[config.mk]
export PLATFORM = sky130hd
export DESIGN_NAME = phy_tx_seqctrl
export DESIGN_NICKNAME = d
export VERILOG_FILES = /design/src/rtl/phy_tx_seqctrl.sv
export SDC_FILE = /design/constraint.sdc
export NUM_CORES = 1
export LEC_CHECK = 0
export ABC_AREA = 1
export BUFFER_PORTS_ARGS = -buffer_cell sky130_fd_sc_hd__buf_2
export CAP_MARGIN = 25
export CORE_MARGIN = 2
export CORE_UTILIZATION = 46
export DETAILED_ROUTE_END_ITERATION = 7
export GPL_ROUTABILITY_DRIVEN = 0
export HOLD_SLACK_MARGIN = 0.1
export PLACE_DENSITY = 0.73
export SLEW_MARGIN = 20
export SYNTH_ARGS = -nofsm -noshare
export SYNTH_HDL_FRONTEND = slang
export SYNTH_SLANG_ARGS = --single-unit
export TNS_END_PERCENT = 50
[constraint.sdc]
create_clock -name i_clk -period 4.3 [get_ports i_clk]
set_input_delay 0.43 -clock i_clk [delete_from_list [all_inputs] [get_ports i_clk]]
set_output_delay 0.43 -clock i_clk [all_outputs]
set_load 0.03 [all_outputs]
[src/rtl/phy_tx_seqctrl.sv]
// -----------------------------------------------------------------------------
// phy_tx_seqctrl
//
// Purpose:
//   Feeds 64b/66b blocks to a GT TX gearbox running in external-sequence mode.
//   A free-running slot counter drives the GT sequence input; the last slot
//   of every period is the gearbox pause slot, where the GT ignores its data
//   inputs and the user side is stalled. After enable, a fixed number of idle
//   blocks is sent before user words are accepted. User words with an illegal
//   sync header are replaced by the idle block and counted.
//
// Ports:
//   i_clk          in   1   single clock for all logic
//   i_rst_n        in   1   asynchronous active-low reset
//   i_tx_en        in   1   transmit enable
//   i_data         in   64  user block payload
//   i_header       in   2   user sync header
//   i_valid        in   1   user word valid
//   o_ready        out  1   a user word can be accepted this cycle
//   o_gt_data      out  64  payload to the GT TX gearbox
//   o_gt_header    out  2   header to the GT TX gearbox
//   o_gt_sequence  out  7   sequence counter value to the GT
//   o_tx_active    out  1   high while running
//   o_hdr_err      out  1   one-cycle pulse when an illegal header is replaced
//   o_hdr_err_cnt  out  16  saturating count of illegal headers
// -----------------------------------------------------------------------------
module phy_tx_seqctrl #(
   parameter int          P_SEQ_MAX    = 32,
   parameter int          P_INIT_IDLE  = 16,
   parameter logic [63:0] P_IDLE_BLOCK = 64'h0000_0000_0000_001E
) (
   input  logic        i_clk,
   input  logic        i_rst_n,
   input  logic        i_tx_en,
   input  logic [63:0] i_data,
   input  logic [1:0]  i_header,
   input  logic        i_valid,
   output logic        o_ready,
   output logic [63:0] o_gt_data,
   output logic [1:0]  o_gt_header,
   output logic [6:0]  o_gt_sequence,
   output logic        o_tx_active,
   output logic        o_hdr_err,
   output logic [15:0] o_hdr_err_cnt
);

   localparam int LP_INIT_W = (P_INIT_IDLE > 1) ? $clog2(P_INIT_IDLE) : 1;
   localparam logic [LP_INIT_W-1:0] LP_INIT_LAST = LP_INIT_W'(P_INIT_IDLE - 1);
   localparam logic [6:0] LP_SEQ_MAX = 7'(P_SEQ_MAX);
   localparam logic [1:0] LP_IDLE_HDR = 2'b10;

   typedef enum logic {
      ST_INIT,
      ST_RUN
   } state_t;

   state_t                 r_state;
   state_t                 w_nextState;
   logic [6:0]             r_seq;
   logic [LP_INIT_W-1:0]   r_initCnt;
   logic [LP_INIT_W-1:0]   w_nextInitCnt;
   logic [63:0]            r_gtData;
   logic [1:0]             r_gtHeader;
   logic [6:0]             r_gtSequence;
   logic                   r_hdrErr;
   logic [15:0]            r_hdrErrCnt;
   logic                   w_pause;
   logic                   w_ready;
   logic                   w_xfer;
   logic                   w_hdrIllegal;

   // The pause slot is the last value of the slot counter; the gearbox ignores
   // data there, so the user side is stalled and the outputs simply hold.
   // Only 01 and 10 are legal 64b/66b sync headers.
   assign w_pause      = (r_seq == LP_SEQ_MAX);
   assign w_ready      = (r_state == ST_RUN) && !w_pause && i_tx_en;
   assign w_xfer       = i_valid && w_ready;
   assign w_hdrIllegal = (i_header == 2'b00) || (i_header == 2'b11);

   assign o_ready       = w_ready;
   assign o_tx_active   = (r_state == ST_RUN);
   assign o_gt_data     = r_gtData;
   assign o_gt_header   = r_gtHeader;
   assign o_gt_sequence = r_gtSequence;
   assign o_hdr_err     = r_hdrErr;
   assign o_hdr_err_cnt = r_hdrErrCnt;

   // Free-running slot counter. It keeps counting whatever the state or the
   // enable is doing, so the GT always sees an unbroken sequence.
   always_ff @(posedge i_clk or negedge i_rst_n) begin
      if (!i_rst_n) begin
         r_seq <= '0;
      end else if (w_pause) begin
         r_seq <= '0;
      end else begin
         r_seq <= r_seq + 7'd1;
      end
   end

   // State and init-counter registers for the INIT/RUN controller.
   always_ff @(posedge i_clk or negedge i_rst_n) begin
      if (!i_rst_n) begin
         r_state   <= ST_INIT;
         r_initCnt <= '0;
      end else begin
         r_state   <= w_nextState;
         r_initCnt <= w_nextInitCnt;
      end
   end

   // INIT counts enabled non-pause slots (each of which carries an idle
   // block) and moves to RUN on the last one. Losing enable at any point
   // throws away the progress, so a fresh enable always restarts the full
   // idle preamble.
   always_comb begin
      w_nextState   = r_state;
      w_nextInitCnt = r_initCnt;
      case (r_state)
         ST_INIT: begin
            if (!i_tx_en) begin
               w_nextInitCnt = '0;
            end else if (!w_pause) begin
               if (r_initCnt == LP_INIT_LAST) begin
                  w_nextState   = ST_RUN;
                  w_nextInitCnt = '0;
               end else begin
                  w_nextInitCnt = r_initCnt + 1'b1;
               end
            end
         end
         ST_RUN: begin
            if (!i_tx_en) begin
               w_nextState   = ST_INIT;
               w_nextInitCnt = '0;
            end
         end
         default: begin
            w_nextState   = ST_INIT;
            w_nextInitCnt = '0;
         end
      endcase
   end

   // GT output registers. Every non-pause slot carries either the accepted
   // user word or an idle block; in INIT and on underrun no transfer can
   // happen, so the idle block falls out naturally. Illegal headers are
   // swapped for idle so the link never sees a corrupt block.
   always_ff @(posedge i_clk or negedge i_rst_n) begin
      if (!i_rst_n) begin
         r_gtData     <= P_IDLE_BLOCK;
         r_gtHeader   <= LP_IDLE_HDR;
         r_gtSequence <= '0;
         r_hdrErr     <= 1'b0;
      end else begin
         r_gtSequence <= r_seq;
         r_hdrErr     <= w_xfer && w_hdrIllegal;
         if (!w_pause) begin
            if (w_xfer && !w_hdrIllegal) begin
               r_gtData   <= i_data;
               r_gtHeader <= i_header;
            end else begin
               r_gtData   <= P_IDLE_BLOCK;
               r_gtHeader <= LP_IDLE_HDR;
            end
         end
      end
   end

   // Saturating illegal-header counter; it sticks at all-ones rather than
   // wrapping so a long-running fault can never look like a clean link.
   always_ff @(posedge i_clk or negedge i_rst_n) begin
      if (!i_rst_n) begin
         r_hdrErrCnt <= '0;
      end else if (w_xfer && w_hdrIllegal && (r_hdrErrCnt != 16'hFFFF)) begin
         r_hdrErrCnt <= r_hdrErrCnt + 16'd1;
      end
   end

endmodule

After elaboration in Yosys (flattened, before gate mapping) --
Cells that the tools add are included.
Word-level totals: register bits after elaboration 102, word-level logic and storage cells 42, bits of input ports 70, output and inout bits 92
Cells by class: multiplexer cells 13, reductions and logical operators 11, bitwise gates (word level) 1, equality and inequality tests 6, add/subtract/negate cells 3
Operators by type and width (count):
- two-way mux 64 bit | 1
- adder 16 x 1 -> 16 bit (second input constant) | 1
- two-way mux 4 bit | 4
- inequality test 16 bit (second input constant) | 1
- case mux 4 bit (2 select lines) | 1
- adder 7 x 1 -> 7 bit (second input constant) | 1
- == test 7 x 6 -> 1 bit (second input constant) | 1
- two-way mux 7 bit | 1
- logical AND 1 bit | 6
- adder 4 x 1 -> 4 bit (second input constant) | 1
- == test 4 bit (second input constant) | 1
- two-way mux 1 bit | 4
- inequality test 3 bit (second input constant) | 1
- == test 2 bit (second input constant) | 1
- logical NOT 1 bit | 2
- logical NOT 2 bit | 1
- two-way mux 2 bit | 1
- inequality test 2 bit (second input constant) | 1
- case mux 1 bit (2 select lines) | 1
- AND reduction 2 bit | 1
- logical OR 1 bit | 1
- NOT 1 bit | 1

Depth between registers and ports, before layout --
Gate-level depths: netlist of run 1.
word-level depth 7, depth in mapped cells 11, gate-level depth less buffers 9

Least setup slack after synthesis of run 1 --
No wires, ideal clock.
path type register to output, start point register r_seq[0], end point output o_ready, setup slack 2.472 ns, stages on the path, launching flop included 9, required time 3.870 ns, arrival 1.398 ns, buffers on the path 1, path through dfrtp_1 > inv_1 > ha_1 > inv_1 > nor2_1 > inv_1 > nor2_1 > clkbuf_1 > nor2_1
On the way: longest elaborated chain between the ends 4
Ends and longest elaborated chain:
- from (decl) | line 59 | logic [6:0] r_seq;
- from (signal assigned) | line 96 | r_seq <= r_seq + 7'd1;
- == test 7 x 6 -> 1 bit | line 75 | assign w_pause = (r_seq == LP_SEQ_MAX);
- logical NOT 1 bit
- logical AND 1 bit (2 in a row) | line 76 | assign w_ready = (r_state == ST_RUN) && !w_pause && i_tx_en;
- to (decl) | line 38 | output logic o_ready,
Every way passes these cells.

Worst setup path after layout of run 1 --
start point register r_seq[0], end point register r_initCnt[0]
On the way: longest elaborated chain between the ends 3
Ends and longest elaborated chain:
- == test 7 x 6 -> 1 bit | line 75
- inequality test 3 bit (no line)
- AND reduction 2 bit (no line)
- to (signal assigned) | line 107 | r_initCnt <= w_nextInitCnt;
- to (decl) | line 60 | logic [LP_INIT_W-1:0] r_initCnt;
Every way passes these cells. A chain may end at the register's enable or synchronous reset.

==> results of run 1 <==
## power breakdown
part           leakage [nW]  switching, mW  internal [mW]
logic                  1.96         0.0368         0.0279
clock network        0.0955          0.328          0.286
registers              1.30        0.00205          0.961
## cell usage after synthesis (all sizes together)
library cell,n,area [µm²]
a21oi,2,10.0
buf,16,140
clkbuf,1,3.75
dfrtp,97,2430
dfstp,5,131
ha,4,50.1
inv,43,161
nand2,248,961
nand3,13,87.6
nand4,7,58.8
nor2,38,181
nor3,3,15.0
o21ai,10,50.1
o21bai,16,120
o31ai,1,7.51
xnor2,2,36.3
xor2,10,87.6
## worst max path at each step
stage	startpoint	endpoint	slack, ps	depth (start not counted)
final	r_seq[0]	r_initCnt[0]	2020	9
after global routing	r_seq[0]	r_initCnt[0]	1780	9
after CTS	r_seq[0]	o_gt_data[39]	1810	10
after detailed placement	r_seq[0]	o_gt_data[39]	1820	10
after global placement	r_seq[0]	o_gt_data[39]	1930	10
after floorplan	r_seq[0]	o_ready	2470	8
## layout make-up
type                            instances  area, µm²
Clock buffer                           11        141
Clock inverter                          5       58.8
Fill cell                             893       4070
Inverter                               43        161
Multi-Input combinational cell        354       1670
Sequential cell                       102       2560
Tap cell                              133        166
Timing Repair Buffer                  165        851
## sequential cells by signal (all words and copies together), names as in the netlist
register	cells
r_initCnt	4
o_gt_header	2
o_tx_active	1
o_hdr_err_cnt	16
o_gt_data	64
o_hdr_err	1
r_seq	7
o_gt_sequence	7
## per-layer routing
metal,routed length (µm),vias to the layer above
met2,4960,147
met1,4490,1779
met3,807,15
met4,151,0
li1,-,1884
met5,0,-
## cell families (layout without fill, tap and decap cells)
| group | Yosys count | in the layout |
|---|---|---|
| AO/OA/AOI/OAI | 29 | 29 |
| AND/OR/NAND/NOR | 309 | 309 |
| XOR/XNOR | 12 | 12 |
| flip-flops | 102 | 102 |
| buffers and inverters | 60 | 224 |
| adder cells (fa/ha/maj) | 4 | 4 |
## per-stage QoR
| step | hold slack (ps) | instances | total power [mW] |
|---|---|---|---|
| 2_1_floorplan | 134 | 516 | 0.991 |
| 3_3_place_gp | 399 | 796 | 1.05 |
| 3_5_place_dp | 405 | 796 | 1.05 |
| 4_1_cts | 172 | 812 | 1.66 |
| 5_1_grt | 216 | 813 | 1.71 |
| 6_report | 147 | 813 | 1.64 |
==> impl_metrics.csv, run 1 <==
group,metric,value,unit
pwr,ir_drop,0.000149,V
place,dp_slack,1820,ps
yosys,synthSimpleGateAreaFrac,0.288,
floorplanning,core_area,9680,µm²
place,dpl_cell_area,5390,µm²
yosys,synth_compound_area_frac,0.0414,
outcome,status,"finished clean",
routing,post_drt_wl_per_cell,12.8,µm
routing,vias,3825,
critical_path,crit_type,"reg2reg",
finish,final_core_util,0.579,
finish,final_cell_mix,"238 x nand2_1, 160 x buf_2, 97 x dfrtp_1",
clock_tree,cts.path.max_buffers,2,
timing,rsz0062_at_grt,"false",
critical_path,slowest_stage,"buf_4",
finish,final_common_cell,"nand2_1",
yosys,ys_seq_area_frac,0.565,
timing,finalWorstSetupSlack,2020,ps
finish,stdcell_area,5610,µm²
yosys,synth_top_family_by_area,"simple AND/OR/NAND/NOR gates",
timing,max-slew-margin-rel,0.464,
clock_tree,clock_latency,360,ps
yosys,syn_nets,590,
global_routing,grt-ovfl-total,0,
clock_tree,hold_buffers,0,
clock_tree,cts_resized,0,
global_routing,grt_use_met2,0.323,
floorplanning,pin_count,162,
timing,tns,0,ps
pwr,leakage,3.36,nW
timing,finalSetupViolations,0,
critical_path,cp-start-kind,"flip-flop",
clock_tree,cts_tree,"yes",
hold_path,worstHoldPathType,"in2async",
critical_path,required,4580,ps
routing,avgViaCountPerCell,4.70,
critical_path,timing.rr.start,"r_seq[0]",
timing,tightest_slew,804,ps
yosys,ys_seq_elements,102,
clock_tree,clkTransAtPathRegs,90,ps
critical_path,slowest_delay,510,ps
yosys,synth_cells,516,
routing,drt_iter0_markers,130,
timing,min_period_over_period,0.530,
floorplanning,die_y,103,µm
finish,fin_nets,749,
global_routing,grt_pass1_vias,3645,
yosys,synthXorXnorAreaFrac,0.0273,
global_routing,grt_util_met3,0.0544,
timing,clock.fmax,0.439,GHz
critical_path,reg2reg_slack,2020,ps
global_routing,grt_pass1_wl,16800,µm
routing,wl,10400,µm
place,hpwl,7440,µm
critical_path,reg2reg_depth,9,
timing,fin_skew,8.62,ps
yosys,syn_area,4530,µm²
critical_path,worst_path_most_repeated_cell,"inv_1",
global_routing,grt-busiest-layer,"met2",
global_routing,grt_max_degree,65,
timing,hold_viol_final,0,
yosys,avgSynthCellArea,8.78,µm²
run,maxCapViolCount,0,
clock_tree,cts_buffers,9,
critical_path,crit_chain,"inv_1 -> ha_1 -> inv_1 -> nor2_1 -> inv_1 -> nor2_4 -> buf_4 -> o21ai_0 -> o21ai_0",
place,io_buffers,161,
timing,layout_min_cycle_time,2280,ps
floorplanning,initial_core_util,0.468,
clock_tree,cts_setup_buffers,0,
finish,antenna_cells,0,
routing,dr.pass1.iters,4,
global_routing,track_usage,0.204,
floorplanning,placementRows,36,
timing,final_max_slew_viol_count,0,
yosys,ys_warn_count,0,
pwr,cellPowerDensity,293,nW/µm²
yosys,synthMuxAreaShare,0,
floorplanning,fp.dieArea,10700,µm²
floorplanning,die_w,103,µm
clock_tree,cts.sinks,102,
critical_path,path_delay_family,"buffers and inverters",
critical_path,path_max_fanout,53,
global_routing,antenna_found_initial,0,
clock_tree,h-tree-depth,3,
critical_path,end_kind,"flip-flop",
routing,ant_nets,0,
critical_path,reg2reg_to,"r_initCnt[0]",
yosys,synth_fa_ha_area_frac,0.0110,
finish,syn_to_final_growth,23.9,%
global_routing,use_met1,0.268,
yosys,synth.distinct_cells,28,
routing,route.detailed.drc,0,
finish,drive_above_1_share,0.303,
critical_path,critPathArrivalTime,2550,ps
critical_path,path_buf_inv,4,
clock_tree,clockRootBuffer,"clkbuf_8",
No activity file was read; power rests on OpenSTA's default activity.
==> inputs of run 2 (changes only) <==
--- a/config.mk
+++ b/config.mk
@@ -5,7 +5,7 @@
 export SDC_FILE = /design/constraint.sdc
 export NUM_CORES = 1
 export LEC_CHECK = 0
-export ABC_AREA = 1
+export ABC_AREA = 0
 export BUFFER_PORTS_ARGS = -buffer_cell sky130_fd_sc_hd__buf_2
 export CAP_MARGIN = 25
 export CORE_MARGIN = 2
@@ -13,7 +13,7 @@
 export DETAILED_ROUTE_END_ITERATION = 7
 export GPL_ROUTABILITY_DRIVEN = 0
 export HOLD_SLACK_MARGIN = 0.1
-export PLACE_DENSITY = 0.73
+export PLACE_DENSITY = 0.74
 export SLEW_MARGIN = 20
 export SYNTH_ARGS = -nofsm -noshare
 export SYNTH_HDL_FRONTEND = slang
==> constraint.sdc (replaced) <==
create_clock -name i_clk -period 2.3 [get_ports i_clk]
set_input_delay 0.23 -clock i_clk [delete_from_list [all_inputs] [get_ports i_clk]]
set_output_delay 0.23 -clock i_clk [all_outputs]
set_load 0.03 [all_outputs]
==> run 2 against run 1 <==
Effect of this change: combinational power grew to 3.3 times the previous value; fmax is 8.6% higher; power rose by 94%; count of clock-buffer cells in the layout unchanged; design area grew 3.7%; synthesized cell count fell by 43%; largest power group unchanged; sequential share of layout area shrank 1.6 points; worst hold slack worse by 22 ps; via count fell by 13%.
==> impl_metrics.csv, run 2 <==
group,metric,value,unit
timing,min_period_over_period,0.912,
timing,layout_min_cycle_time,2100,ps
yosys,synthArstFlopShare,1.00,
clock_tree,clockRootBuffer,"clkbuf_8",
floorplanning,die_y,98.0,µm
routing,avgViaCountPerCell,5.26,
floorplanning,die_w,98.0,µm
finish,final_core_util,0.674,
yosys,synth_cells,293,
timing,max-slew-margin-rel,0.680,
yosys,synth.distinct_cells,40,
yosys,synth_ff_type,"dfrtp_1",
finish,antenna_cells,0,
run,maxCapViolCount,0,
global_routing,grt_pass1_vias,3329,
timing,clock.fmax,0.477,GHz
finish,final_common_cell,"buf_2",
yosys,avgSynthCellArea,13.9,µm²
clock_tree,cts_tree,"yes",
hold_path,worstHoldPathType,"in2reg",
yosys,yosys.area.top_type,"dfrtp_1",
global_routing,grt_max_degree,44,
timing,final_max_slew_viol_count,0,
finish,final_cell_count_no_fill,636,
pwr,leakage,3.10,nW
finish,fin_nets,597,
critical_path,required,2590,ps
global_routing,track_usage,0.215,
global_routing,grt_pass1_wl,16800,µm
yosys,ys_seq_elements,102,
critical_path,crit_type,"reg2reg",
floorplanning,placementRows,34,
finish,syn_to_final_growth,43.1,%
routing,wl,10200,µm
place,hpwl,6520,µm
critical_path,end_kind,"flip-flop",
routing,drt_iter0_markers,87,
yosys,synth_top_area_share,0.597,
yosys,ys_seq_area_frac,0.629,
clock_tree,cts_buffers,9,
finish,final_cell_mix,"160 x buf_2, 97 x dfrtp_1, 62 x dlygate4sd3_1",
timing,finalSetupViolations,0,
yosys,synth_common_cells,"97 x dfrtp_1, 61 x a22o_1, 16 x xor2_1",
timing,rsz0062_at_grt,"false",
global_routing,antenna_found_initial,0,
routing,vias,3345,
pwr,ir_drop,0.000262,V
routing,dr.pass1.iters,4,
floorplanning,fp.dieArea,9610,µm²
clock_tree,cts_resized,0,
timing,hold_viol_final,0,
outcome,status,"finished clean",
floorplanning,core_area,8640,µm²
clock_tree,clkTransAtPathRegs,100,ps
pwr,power,3.19,mW
pwr,cellPowerDensity,548,nW/µm²
yosys,synth_edf_count,0,
clock_tree,cts.sinks,102,
critical_path,critPathArrivalTime,2390,ps
yosys,syn_nets,367,
finish,filler_cell_count,648,
place,post-place-cells,557,
timing,tightest_slew,477,ps
place,io_buffers,161,
finish,largest_reg_flops,64,
finish,drive_above_1_share,0.384,
yosys,syn_area,4070,µm²
clock_tree,clock_latency,360,ps
routing,route.detailed.drc,0,
clock_tree,h-tree-depth,3,
routing,ant_nets,0,
timing,fin_skew,17.2,ps
clock_tree,cts.path.max_buffers,2,
critical_path,cp-start-kind,"flip-flop",
yosys,ys_warn_count,0,
critical_path,path_max_fanout,43,
floorplanning,initial_core_util,0.471,
routing,post_drt_wl_per_cell,16.1,µm
yosys,synth.most_common_cell,"dfrtp_1",
yosys,netlist_top_cells_area,"dfrtp_1 60%, a22o_1 13%, xor2_1 3.4%, dfstp_2 3.2%, buf_6 2.2%",
global_routing,grt-ovfl-total,0,
floorplanning,pin_count,162,
## run 2: cell types whose count changed after synthesis, sizes merged, moves of 4 or more
cell,delta
nand2,-241
nor2,-31
nor4,+6
a22o,+61
o21bai,-16
o21ai,-8
inv,-37
xor2,+6
o22a,+4
nor3,+6
xnor2,+4
## run 2: path summary, 6_finish.rpt
check	to	start	slack [ps]	depth (start not counted)
worst max-delay path	o_gt_data[26]	r_seq[2]	200	5
worst min-delay path	o_gt_data[47]	i_data[47]	130	2
worst max register to register	o_gt_data[26]	r_seq[2]	200	5
worst min register to register	o_gt_sequence[6]	r_seq[6]	440	0
max in group asynchronous	o_gt_data[9]	i_rst_n	1180	3
min in group asynchronous	o_gt_data[5]	i_rst_n	370	2
## run 2: kinds of logic after synthesis
logic type,Yosys count,share of synthesized area
AO/OA/AOI/OAI,77,0.162
adder cells (fa/ha/maj),4,0.0123
buffers and inverters,23,0.0412
XOR/XNOR,22,0.0474
flip-flops,102,0.629
AND/OR/NAND/NOR,63,0.102
multiplexers,2,0.00554
## run 2: cell type report
| type | count | area, µm² | share of cell area |
|---|---|---|---|
| Sequential cell | 102 | 2560 | 0.440 |
| Clock buffer | 11 | 141 | 0.0243 |
| Clock inverter | 5 | 65.1 | 0.0112 |
| Timing Repair Buffer | 236 | 1560 | 0.267 |
| Multi-Input combinational cell | 168 | 1340 | 0.230 |
| Inverter | 6 | 22.5 | 0.00387 |
| Tap cell | 108 | 135 | 0.0232 |
## run 2: power by group
part / internal, mW / switching [mW]
clock: 0.550 / 0.622
combinational: 0.126 / 0.0859
sequential: 1.80 / 0.00698
## run 2: routing by layer
layer | GRT usage | vias to the layer above | part of all wire
met4 | 0.0769 | 0 | 0.015
met5 | 0 | - | 0
met1 | 0.303 | 1625 | 0.45
li1 | - | 1551 | -
met3 | 0.0422 | 15 | 0.074
met2 | 0.336 | 154 | 0.46
## run 2: what timing repair did
| item | 4_1_cts | 5_1_grt |
|---|---|---|
| hold buffers | 62 | 0 |
| hold endpoints to repair | 94 | 0 |
| setup endpoints to repair | 36 | 0 |
| buffers inserted | 0 | 0 |
## run 2: worst max-delay path, cell delays in order, from the launching register on
cell	delay, ps
dfrtp_1	480
nor4b_4	320
and2_2	220
buf_4	290
buf_4	470
a22o_1	220
## run 2: stage by stage
stage	instance area [µm²]	hold slack (ps)	worst slack (ps)	setup TNS, ps
after floorplan	4070	-65.6	420	0
after global placement	4980	211	100	0
after detailed placement	4980	217	-6.90	-23.0
after CTS	5810	105	21.0	0
after global routing	5820	122	21.4	0
final	5820	125	203	0
==> inputs of run 3 (changes only) <==
--- a/config.mk
+++ b/config.mk
@@ -14,6 +14,7 @@
 export GPL_ROUTABILITY_DRIVEN = 0
 export HOLD_SLACK_MARGIN = 0.1
 export PLACE_DENSITY = 0.74
+export REMOVE_ABC_BUFFERS = 1
 export SLEW_MARGIN = 20
 export SYNTH_ARGS = -nofsm -noshare
 export SYNTH_HDL_FRONTEND = slang
==> run 3 against run 2 <==
Effect of this change: die area is the same; sequential cell count is the same; critical path type is now reg2out; global-route usage is 0.24 points lower; wire length grew 0.76%; sequential power about the same; sequential share of layout area is 0.18 points higher; non-clock buffer count decreased by 2.
==> impl_metrics.csv, run 3 (synthesized netlist as in run 2, its figures left out) <==
group,metric,value,unit
clock_tree,cts_tree,"yes",
global_routing,antenna_found_initial,0,
routing,dr.pass1.iters,4,
pwr,p_comb_frac,0.070,
routing,route.detailed.drc,0,
clock_tree,cts.sinks,102,
timing,tightest_slew,746,ps
clock_tree,cts.path.max_buffers,2,
pwr,ir_drop,0.000349,V
routing,drt_iter0_markers,100,
timing,finalSetupViolations,0,
routing,post_drt_wl_per_cell,16.2,µm
place,hpwl,6400,µm
clock_tree,clock_latency,360,ps
pwr,switching_power,0.734,mW
critical_path,slowest_stage,"dfrtp_1",
pwr,leakage,3.08,nW
place,io_buffers,161,
timing,max-slew-margin-rel,0.500,
clock_tree,clkTransAtPathRegs,90,ps
critical_path,critPathArrivalTime,1850,ps
global_routing,grt_max_degree,46,
critical_path,path_max_fanout,9,
finish,antenna_cells,0,
pwr,clkPwrFrac,0.343,
critical_path,required,2070,ps
pwr,cellPowerDensity,531,nW/µm²
routing,avgViaCountPerCell,5.21,
routing,wl,10300,µm
pwr,share_seq_of_total_power,0.587,
critical_path,crit_type,"reg2out",
floorplanning,initial_core_util,0.471,
hold_path,worstHoldPathType,"in2reg",
floorplanning,die_y,98.0,µm
global_routing,grt_pass1_vias,3338,
floorplanning,pin_count,162,
pwr,p_int,2.34,mW
timing,min_period_over_period,0.905,
floorplanning,die_w,98.0,µm
routing,ant_nets,0,
timing,final_max_slew_viol_count,0,
global_routing,grt-ovfl-total,0,
finish,largest_reg_flops,64,
timing,layout_min_cycle_time,2080,ps
pwr,p_sw_frac,0.239,
global_routing,track_usage,0.213,
floorplanning,placementRows,34,
clock_tree,cts_buffers,9,
floorplanning,core_area,8640,µm²
timing,clock.fmax,0.480,GHz
critical_path,cp-start-kind,"flip-flop",
global_routing,grt_pass1_wl,16600,µm
finish,final_core_util,0.671,
pwr,power,3.08,mW
timing,fin_skew,14.6,ps
finish,drive_above_1_share,0.383,
clock_tree,h-tree-depth,3,
timing,rsz0062_at_grt,"false",
floorplanning,fp.dieArea,9610,µm²
critical_path,crit_chain,"inv_1 -> ha_1 -> nor4b_4 -> buf_4 -> nand2_2 -> and3_1 -> buf_2",
critical_path,end_kind,"output port",
run,maxCapViolCount,0,
critical_path,slowest_delay,390,ps
clock_tree,clockRootBuffer,"clkbuf_8",
finish,filler_cell_count,623,
finish,fin_nets,596,
outcome,status,"finished clean",
routing,vias,3306,
finish,syn_to_final_growth,42.5,%
finish,final_common_cell,"buf_2",
finish,final_cell_mix,"160 x buf_2, 97 x dfrtp_1, 63 x dlygate4sd3_1",
timing,hold_viol_final,0,
[run 3: worst paths after layout]
path	slack, ps	end	cells past startpoint	start
max in group asynchronous	1210	o_gt_data[35]	3	i_rst_n
max	220	o_ready	7	r_seq[0]
min reg2reg	440	o_gt_sequence[6]	0	r_seq[6]
max reg2reg	240	o_gt_data[45]	7	r_seq[0]
min in group asynchronous	350	o_gt_data[10]	2	i_rst_n
min	120	o_gt_data[30]	2	i_data[30]
[run 3: cell type report]
| type | count | area, µm² | share of cell area |
|---|---|---|---|
| well taps | 108 | 135 | 0.0233 |
| clock inverters | 6 | 55.1 | 0.00950 |
| multi-input cells | 169 | 1350 | 0.234 |
| inverters | 6 | 22.5 | 0.00389 |
| flip-flops and latches | 102 | 2560 | 0.441 |
| repair buffers | 234 | 1540 | 0.266 |
| clock buffers | 10 | 128 | 0.0220 |
[run 3: critical path, delay by kind of cell (launching register included)]
| family | cells | cell delay [ps] |
|---|---|---|
| buf+inv | 3 | 410 |
| simple gates | 3 | 560 |
| fa+ha+maj | 1 | 150 |
| flops | 1 | 390 |
[run 3: what timing repair did]
item,CTS,global route
hold buffers,63,0
gates resized for setup,0,2
setup buffers,0,0
endpoints found under the setup margin,0,39
endpoints found under the hold margin,88,0
[run 3: power groups by stage]
stage	combinational [mW]	sequential, mW	clock (mW)
after floorplan	0.0188	1.84	0
after global placement	0.126	1.84	0
after detailed placement	0.129	1.84	0
after CTS	0.213	1.80	1.08
after global routing	0.239	1.81	1.16
final	0.216	1.80	1.05
[run 3: routing by layer]
metal	routed length, µm	part of all wire	track usage
met4	274	0.027	0.0855
met3	501	0.049	0.0365
met5	0	0	0
met2	5290	0.51	0.359
met1	4230	0.41	0.275
[run 3: metrics by stage]
step                      setup slack [ps]  hold WS (ps)  std cells  TNS [ps]  instance area, µm²
after floorplan                       -841         -65.6        276    -54240                3920
after global placement                97.2           165        555         0                4970
after detailed placement              40.0           172        555         0                4970
after CTS                             17.5           102        634         0                5780
after global routing                  52.8           103        635         0                5800
final                                  219           118        635         0                5800
